`src/rtl/instr_fetch_unit.sv`:
```
// Instruction fetch unit: issues one imem read at a time, buffers returned words
// with their PCs, and presents the head entry toward IF/ID with redirect/kill handling.
module instr_fetch_unit #(
    parameter logic [63:0] RESET_PC = 64'h0,
    parameter int          DEPTH    = 2
) (
    input  logic        clk,
    input  logic        reset,
    output logic        imem_req_valid,
    output logic [63:0] imem_req_addr,
    input  logic        imem_req_ready,
    input  logic        imem_resp_valid,
    input  logic [31:0] imem_resp_data,
    input  logic        redirect_valid,
    input  logic [63:0] redirect_pc,
    input  logic        stall,
    output logic        fetch_valid,
    output logic [63:0] PC_out,
    output logic [31:0] Instruction
);

    localparam int              PW      = (DEPTH > 1) ? $clog2(DEPTH) : 1;
    localparam int              CW      = PW + 1;
    localparam logic [CW-1:0]   DEPTH_C = CW'(DEPTH);

    typedef enum logic {S_REQ, S_WAIT} state_t;

    typedef struct packed {
        logic [63:0] pc;
        logic [31:0] instr;
    } entry_t;

    state_t                 state_q, state_d;
    logic [63:0]            fetch_pc_q, fetch_pc_d;
    logic [63:0]            req_pc_q, req_pc_d;
    logic                   kill_q, kill_d;
    logic [CW-1:0]          count_q, count_d;
    logic [PW-1:0]          rd_ptr_q, rd_ptr_d;
    logic [PW-1:0]          wr_ptr_q, wr_ptr_d;
    entry_t [DEPTH-1:0]     fifo_q, fifo_d;
    entry_t                 last_q, last_d;
    entry_t                 head;
    logic                   push, pop;

    assign head          = fifo_q[rd_ptr_q];
    assign imem_req_addr = fetch_pc_q;
    // An empty buffer keeps showing the last instruction handed to decode.
    assign PC_out        = (count_q != '0) ? head.pc    : last_q.pc;
    assign Instruction   = (count_q != '0) ? head.instr : last_q.instr;

    always_comb begin
        state_d        = state_q;
        fetch_pc_d     = fetch_pc_q;
        req_pc_d       = req_pc_q;
        kill_d         = kill_q;
        count_d        = count_q;
        rd_ptr_d       = rd_ptr_q;
        wr_ptr_d       = wr_ptr_q;
        fifo_d         = fifo_q;
        last_d         = last_q;
        push           = 1'b0;
        imem_req_valid = 1'b0;

        fetch_valid = reset && (count_q != '0) && !redirect_valid;
        pop         = fetch_valid && !stall;

        case (state_q)
            S_REQ: begin
                imem_req_valid = reset && (count_q < DEPTH_C) && !redirect_valid;
                if (imem_req_valid && imem_req_ready) begin
                    req_pc_d = fetch_pc_q;
                    state_d  = S_WAIT;
                end
            end
            S_WAIT: begin
                if (imem_resp_valid) begin
                    push = !kill_q && !redirect_valid;
                    if (push) begin
                        fetch_pc_d = req_pc_q + 64'd4;
                    end
                    kill_d  = 1'b0;
                    state_d = S_REQ;
                end
            end
        endcase

        if (push) begin
            fifo_d[wr_ptr_q] = {req_pc_q, imem_resp_data};
            wr_ptr_d         = wr_ptr_q + PW'(1);
        end
        if (pop) begin
            last_d   = head;
            rd_ptr_d = rd_ptr_q + PW'(1);
        end
        case ({push, pop})
            2'b10:   count_d = count_q + CW'(1);
            2'b01:   count_d = count_q - CW'(1);
            default: count_d = count_q;
        endcase

        // A redirect flushes everything; an unanswered request must be drained as killed.
        if (redirect_valid) begin
            count_d    = '0;
            rd_ptr_d   = '0;
            wr_ptr_d   = '0;
            fetch_pc_d = redirect_pc & ~64'h3;
            if (state_q == S_WAIT && !imem_resp_valid) begin
                kill_d  = 1'b1;
                state_d = S_WAIT;
            end else begin
                kill_d  = 1'b0;
                state_d = S_REQ;
            end
        end
    end

    always_ff @(posedge clk) begin
        if (!reset) begin
            state_q    <= S_REQ;
            fetch_pc_q <= RESET_PC;
            req_pc_q   <= '0;
            kill_q     <= 1'b0;
            count_q    <= '0;
            rd_ptr_q   <= '0;
            wr_ptr_q   <= '0;
            fifo_q     <= '0;
            last_q     <= '0;
        end else begin
            state_q    <= state_d;
            fetch_pc_q <= fetch_pc_d;
            req_pc_q   <= req_pc_d;
            kill_q     <= kill_d;
            count_q    <= count_d;
            rd_ptr_q   <= rd_ptr_d;
            wr_ptr_q   <= wr_ptr_d;
            fifo_q     <= fifo_d;
            last_q     <= last_d;
        end
    end

endmodule

```
`config.mk`:
```
export PLATFORM = sky130hd
export DESIGN_NAME = instr_fetch_unit
export DESIGN_NICKNAME = d
export VERILOG_FILES = /design/src/rtl/instr_fetch_unit.sv
export SDC_FILE = /design/constraint.sdc
export NUM_CORES = 1
export LEC_CHECK = 0
export ABC_AREA = 1
export BUFFER_PORTS_ARGS = -buffer_cell sky130_fd_sc_hd__buf_2
export CORE_ASPECT_RATIO = 1.5
export CORE_MARGIN = 5
export CORE_UTILIZATION = 55
export DETAILED_ROUTE_END_ITERATION = 10
export PLACE_DENSITY = 0.79
export REMOVE_ABC_BUFFERS = 1
export SYNTH_ARGS = -nofsm -noshare
export SYNTH_HDL_FRONTEND = slang
export SYNTH_SLANG_ARGS = --single-unit
```
`constraint.sdc`:
```
create_clock -name clk -period 2.6 [get_ports clk]
set_input_delay 0.26 -clock clk [delete_from_list [all_inputs] [get_ports clk]]
set_output_delay 0.26 -clock clk [all_outputs]
set_load 0.03 [all_outputs]
```
==> results of run 1 <==
[power breakdown]
part,total (mW),leakage [nW],switching [mW],internal [mW]
Sequential,6.70,3.42,0.127,6.58
Clock,6.00,0.669,2.54,3.46
Combinational,0.914,4.37,0.597,0.317
[state kept, by name, summed over array words and instances, names as in the netlist]
signal         count
count_q            2
req_pc_q          64
wr_ptr_q           1
state_q            1
rd_ptr_q           1
kill_q             1
imem_req_addr     64
fifo_q           192
last_q            96
[routing by layer]
metal  GRT usage, %  vias to the layer above
met3          3.847                      170
met4          15.08                        2
met2          52.42                      749
met1          35.40                     9104
li1               -                     9363
met5              0                        -
[Yosys cell counts (9+ instances only)]
cell type	instances	area share, %
inv_2	9	0.18
nor2_1	133	2.6
a21oi_1	407	11
nand4_1	9	0.29
inv_1	202	4.0
nand2_1	533	10
o21ai_1	12	0.31
nor3_1	9	0.23
a31oi_1	26	0.85
o21a_1	97	3.8
a22o_1	34	1.6
buf_2	67	1.7
nand3_1	170	4.4
o21ai_0	353	9.2
dfxtp_1	422	44
nand2_2	9	0.29
clkbuf_1	114	2.2
[placed cells by master (no fill, tap or decap), types with 4 or more instances in the layout]
cell and instances:
nand2_4 4, o21a_1 97, o21ai_0 353, nor2_8 4
nand3b_1 4, buf_4 32, xor2_1 6, nand2_1 533
nand3_1 170, nor3_1 9, inv_2 6, a22o_1 34
dlygate4sd3_1 46, a21oi_1 407, buf_2 259, buf_12 13
dfxtp_1 421, clkbuf_16 41, nor2_1 132, nor2_4 4
a31oi_1 26, clkinv_2 13, nor2_2 7, bufinv_16 4
inv_1 202, nand2_2 7, clkbuf_8 6, nand4_1 9
o21ai_1 12
[worst register-to-register path: stages (launching register included)]
cell	delay [ps]
dfxtp_1	410
ha_1	230
nand2_2	120
nor2_8	150
nand2_4	120
nor2_8	220
nand2_1	100
nor2_1	270
nand3_1	130
nand3_1	120
a21oi_1	70
[path summary, 6_finish.rpt]
path	cells after the start	startpoint	endpoint	slack, ps
max reg2reg	10	req_pc_q[2]$_SDFFE_PN0P_	imem_req_addr[38]$_SDFFE_PN0P_	490
min reg2reg	2	fifo_q[125]$_SDFFE_PN0P_	fifo_q[125]$_SDFFE_PN0P_	450
min	5	redirect_pc[4]	imem_req_addr[4]$_SDFFE_PN0P_	10
max	6	count_q[0]$_SDFFE_PP0P_	PC_out[31]	90
[what timing repair did]
| item | CTS | global route |
|---|---|---|
| hold buffers | 46 | 0 |
| gates resized for setup | 1 | 2 |
| pin swaps | 0 | 1 |
| endpoints found under the hold margin | 48 | 0 |
| setup endpoints to repair | 1 | 9 |
| cloned | 0 | 0 |
| buffers inserted | 0 | 1 |
[final cells by class]
type                            instances  area (sq um)  area share (%)
Clock inverter                         20         214.0          0.9475
Antenna cell                            3         7.507         0.03325
Multi-Input combinational cell       1845          9109           40.34
Clock buffer                           50          1120           4.959
Tap cell                              467         584.3           2.588
Timing Repair Buffer                  353          2291           10.15
Sequential cell                       422          8452           37.43
Inverter                              211         803.3           3.557
[cell families after synthesis]
kind of cell	count (synthesis)	synth area share [%]
xor gates and xnor gates	7	0.3194
adders and majority gates	2	0.1304
DFF	422	44.02
buffers and inverters	407	8.651
and+or+nand+nor	897	20.14
AOI/OAI and AO/OA	939	26.74
==> summary.md, run 1 <==
| Metric | Value |
|---|---|
| Post-DP HPWL | `between 40000 and 50000 um` |
| Vias post-DR | `between 15000 and 20000` |
| Worst slack, placed | `452.6 ps` |
| # setup viols final | `0` |
| IO buf count | `261` |
| Skew-Pair Late Insertion Delay | `approximately 540 ps` |
| Clock slew at reported path FFs | `70 ps` |
| Cells along the critical path | `nor2_4 > buf_12 > buf_12 > nand2_1 > o21ai_0 > buf_4` |
| Top_reg_cell synth | `dfxtp_1` |
| Final non-filler cell total | `about 3400` |
| VDD IR max | `0.5159 mV` |
| Final Hold Viols | `0` |
| Crit end category | `primary output` |
| Area growth from synthesis to layout | `17.65%` |
| Async set-reset flop share out of synthesis | `0%` |
| CP peak stage delay | `430 ps` |
| Max Cap Viol | `0` |
| Cells after Synth | `approximately 2700` |
| Worst-Margin Slew | `1072 ps` |
| Chip width | `162.5 um` |
| Max transition margin | `28.53%` |
| Max-slew violation count | `0` |
| GR Overflow Total | `0` |
| Final instance area | `22580 sq um` |
| Synth warnings | `0` |
| Initial antenna violation count | `2` |
| Distinct cell type count after synthesis | `45` |
| Largest net degree at the start of global routing | `215` |
| RePlAce Congestion | `approximately 0.95` |
| Highest routed layer | `met5` |
| Final ANT Viol Nets | `0` |
| Initial DRC count | `1772` |
| DR WL met2 | `roughly 30000 um` |
| WP data arrival | `roughly 2300 ps` |
| CP max FO | `42` |
| Seq/Total Area, Yosys | `44.02%` |
| H-tree level count | `2` |
| Core box area | `34370 sq um` |
| Die Ht | `238.8 um` |
| Flops & latches, synth | `422` |
| Clock Tree Root | `clkbuf_16` |
| Post-Route M1 WL | `approximately 23000 um` |
| Rows | `83` |
| Placed Instances | `~3300` |
| RSZ-0062 raised after global routing | `false` |
| Tot Pwr | `13.62 mW` |
| CP top delay family | `buffers and inverters` |
| Gr usage total | `29.75%` |
| First-pass GRT wire length | `roughly 95000 um` |
| Post-synth EDFFs | `0` |
| Post-DP Area | `just over 20000 sq um` |
| Fmax | `0.3984 GHz` |
| Hold Crit Class | `input port to flip-flop` |
| First-pass detailed-route iteration total | `7` |
| Fillers | `3008` |
| Share of cells above drive strength 1 | `14.44%` |
| Final worst path period share | `96.55%` |
| Min Tclk post-route | `about 2500 ps` |
| Final Routed Wirelength | `60520 um` |
| Sum Neg Setup Slack | `0 ps` |
| Worst setup path category | `flip-flop to primary output` |
| Setup slack after layout | `~90 ps` |
| Total CTS buffers | `40` |
| WL per Instance | `17.95 um` |
| Slowest CP cell | `nor2_4` |
| Worst EP required | `roughly 2300 ps` |
| Syn Std Cell Area | `19190 sq um` |
| Fin util | `65.69%` |
| CTS sink cnt | `422` |
| Most used cell, CP | `buf_12` |
| Clock Skew | `around 11 ps` |
| Clock Path Buffers | `3` |
| Final hold slack | `11.66 ps` |
| Initial Utilization | `a little under three fifths` |
| Vias in the first global route | `between 15000 and 20000` |
| Outcome | `finished, final reports clean` |
| Die footprint | `38810 sq um` |
| Nets | `2977` |
| Syn_area_per_cell | `7.178 sq um` |
| Detailed route wirelength on metal3 | `3702 um` |
| Pwr per Cell Area | `603.0 nW/um^2` |
| Setup crit start kind | `flip-flop` |
| CTS tree | `built` |
| Io pins | `264` |
| Crit path buffers/inverters | `3` |
| # DRC | `0` |
| Vias per cell | `5.751` |
| Lkg Pwr | `about 8.5 nW` |
No activity file was read; power rests on OpenSTA's default activity.
==> run 2: changes to the inputs <==
--- a/config.mk
+++ b/config.mk
@@ -9,10 +9,11 @@
 export BUFFER_PORTS_ARGS = -buffer_cell sky130_fd_sc_hd__buf_2
 export CORE_ASPECT_RATIO = 1.5
 export CORE_MARGIN = 5
-export CORE_UTILIZATION = 55
+export CORE_UTILIZATION = 57
 export DETAILED_ROUTE_END_ITERATION = 10
-export PLACE_DENSITY = 0.79
+export PLACE_DENSITY = 0.81
 export REMOVE_ABC_BUFFERS = 1
+export SLEW_MARGIN = 30
 export SYNTH_ARGS = -nofsm -noshare
 export SYNTH_HDL_FRONTEND = slang
 export SYNTH_SLANG_ARGS = --single-unit
==> summary.md, run 2 (same netlist as run 1, synthesis figures left out) <==
| Metric | Value |
|---|---|
| Fin util | `67.55%` |
| Met1 usage in global routing | `36.22%` |
| Worst slack, placed | `between 400 and 500 ps` |
| Total CTS buffers | `40` |
| Vias post-DR | `19330` |
| Hold EP | `fifo_q[24]$_SDFFE_PN0P_` |
| R2R Setup Slk | `520 ps` |
| FF/Latch Area | `8452 sq um` |
| Lkg Pwr | `8.432 nW` |
| Die footprint | `37520 sq um` |
| GR Overflow Total | `0` |
| CTS tree | `built` |
| Tot Pwr | `between 10 and 15 mW` |
| Met3 GRT Util | `about 4%` |
| Hold path cells | `3` |
| Core box area | `33340 sq um` |
| Reg2reg start | `state_q$_SDFF_PN0_` |
| Max Cap Viol | `0` |
| Final hold slack | `12.14 ps` |
| Post-CTS Setup Bufs | `0` |
| Hold Crit Class | `input port to flip-flop` |
| RSZ-0062 raised after global routing | `false` |
| Die Ht | `234.7 um` |
| Reg2reg path depth | `8` |
| Initial Utilization | `a little under three fifths` |
| First-pass detailed-route iteration total | `6` |
| Initial antenna violation count | `2` |
| Initial DRC count | `2070` |
| Crit path buffers/inverters | `3` |
| RePlAce Congestion | `0.9378` |
| Worst-Margin Slew | `1081 ps` |
| Worst EP required | `2340 ps` |
| Placed Instances | `3197` |
| Post-DP HPWL | `39510 um` |
| Cells along the critical path | `nor2_4 > buf_4 > buf_12 > o21ai_0 > buf_2` |
| Fillers | `2755` |
| Worst setup path category | `flip-flop to primary output` |
| Vias in the first global route | `18300` |
| Setup crit start kind | `flip-flop` |
| Vias per cell | `approximately 5.8` |
| Min Tclk post-route | `2439 ps` |
| WL per Instance | `17.88 um` |
| CTS sink cnt | `around 420` |
| Largest regs | `fifo_q (192), last_q (96)` |
| Multi-input logic area | `9109 sq um` |
| Final instance area | `22520 sq um` |
| First-pass GRT wire length | `94470 um` |
| VDD IR max | `0.4541 mV` |
| Final ANT Viol Nets | `0` |
| Max reg flops | `192` |
| Final Hold Viols | `0` |
| # DRC | `0` |
| Final non-filler cell total | `3324` |
| Gr usage total | `30.22%` |
| Global routing's busiest layer | `met2` |
| Clock slew at reported path FFs | `60 ps` |
| Clock Skew | `21.52 ps` |
| WP data arrival | `around 2200 ps` |
| Max transition margin | `27.95%` |
| Rows | `82` |
| Largest net degree at the start of global routing | `205` |
| Most frequent cells in the layout | `nand2_1 (533), dfxtp_1 (421), a21oi_1 (407)` |
| Clock Path Buffers | `3` |
| CP max FO | `56` |
| Pwr per Cell Area | `603.9 nW/um^2` |
| Post-DP Area | `slightly above 20000 sq um` |
| CP top delay family | `buffers and inverters` |
| IO buf count | `261` |
| CP peak stage delay | `460 ps` |
| Crit end category | `primary output` |
| Clock Tree Root | `clkbuf_16` |
| Sum Neg Setup Slack | `0 ps` |
| # setup viols final | `0` |
| Most common cell after layout, fill and taps aside | `nand2_1` |
| Reg2reg end | `fifo_q[65]$_SDFFE_PN0P_` |
| Chip width | `159.8 um` |
| Outcome | `finished, final reports clean` |
| Share of cells above drive strength 1 | `13.99%` |
| Max-slew violation count | `0` |
| Setup slack after layout | `approximately 160 ps` |
| Skew-Pair Late Insertion Delay | `550 ps` |
| Register name with the most flops | `fifo_q` |
| Met2 usage | `around 53%` |
| Area growth from synthesis to layout | `17.35%` |
| Nets | `2976` |
| Fmax | `0.4100 GHz` |
| H-tree level count | `2` |
| Min-Delay Startpoint | `imem_resp_data[24]` |
| Slowest CP cell | `dfxtp_1` |
| Io pins | `264` |
| Final Routed Wirelength | `59430 um` |
| Final worst path period share | `93.82%` |
==> run 2: tightest hold or removal path, delay by kind of cell <==
family / cells / cell delay (ps)
buffers and inverters: 1 / 110
AND/OR/NAND/NOR: 1 / 70
AO/OA/AOI/OAI: 1 / 60
==> run 2: per-layer routing <==
metal  vias to the layer above  wire length (um)
met2                       833             29150
met4                         2              3421
met1                      8946             22940
met5                         -                13
li1                       9353                 -
met3                       197              3910
==> run 2: timing repair <==
action | CTS | global route
hold endpoints to repair | 54 | 1
gates resized for setup | 0 | 1
setup endpoints to repair | 0 | 12
hold buffers | 52 | 1
==> run 2: area by class of cell <==
| cell class | instances | area share, % |
|---|---|---|
| Inverter | 211 | 3.566 |
| Clock buffer | 66 | 5.644 |
| Antenna cell | 1 | 0.01111 |
| Timing Repair Buffer | 352 | 10.12 |
| Sequential cell | 422 | 37.52 |
| Multi-Input combinational cell | 1845 | 40.44 |
| Tap cell | 420 | 2.333 |
| Clock inverter | 7 | 0.3666 |
==> run 2: worst max-delay path by stage <==
stage                       startpoint                   endpoint  slack (ps)  cells past startpoint
5_1_grt        count_q[1]$_SDFFE_PP0P_             Instruction[4]          40                      6
4_1_cts        count_q[1]$_SDFFE_PP0P_             Instruction[6]         110                      6
6_report       count_q[1]$_SDFFE_PP0P_                 PC_out[33]         160                      5
3_5_place_dp                     reset  req_pc_q[37]$_SDFFE_PN0P_         490                      5
3_3_place_gp                     reset   fifo_q[158]$_SDFFE_PN0P_         540                      5
2_1_floorplan  count_q[1]$_SDFFE_PP0P_    count_q[1]$_SDFFE_PP0P_      -11410                      6
==> run 2: power by group <==
| part | total (mW) | internal, mW | switching (mW) |
|---|---|---|---|
| sequential | 6.71 | 6.58 | 0.128 |
| clock | 5.97 | 3.46 | 2.52 |
| combinational | 0.923 | 0.324 | 0.599 |
| total | 13.6 | 10.4 | 3.24 |
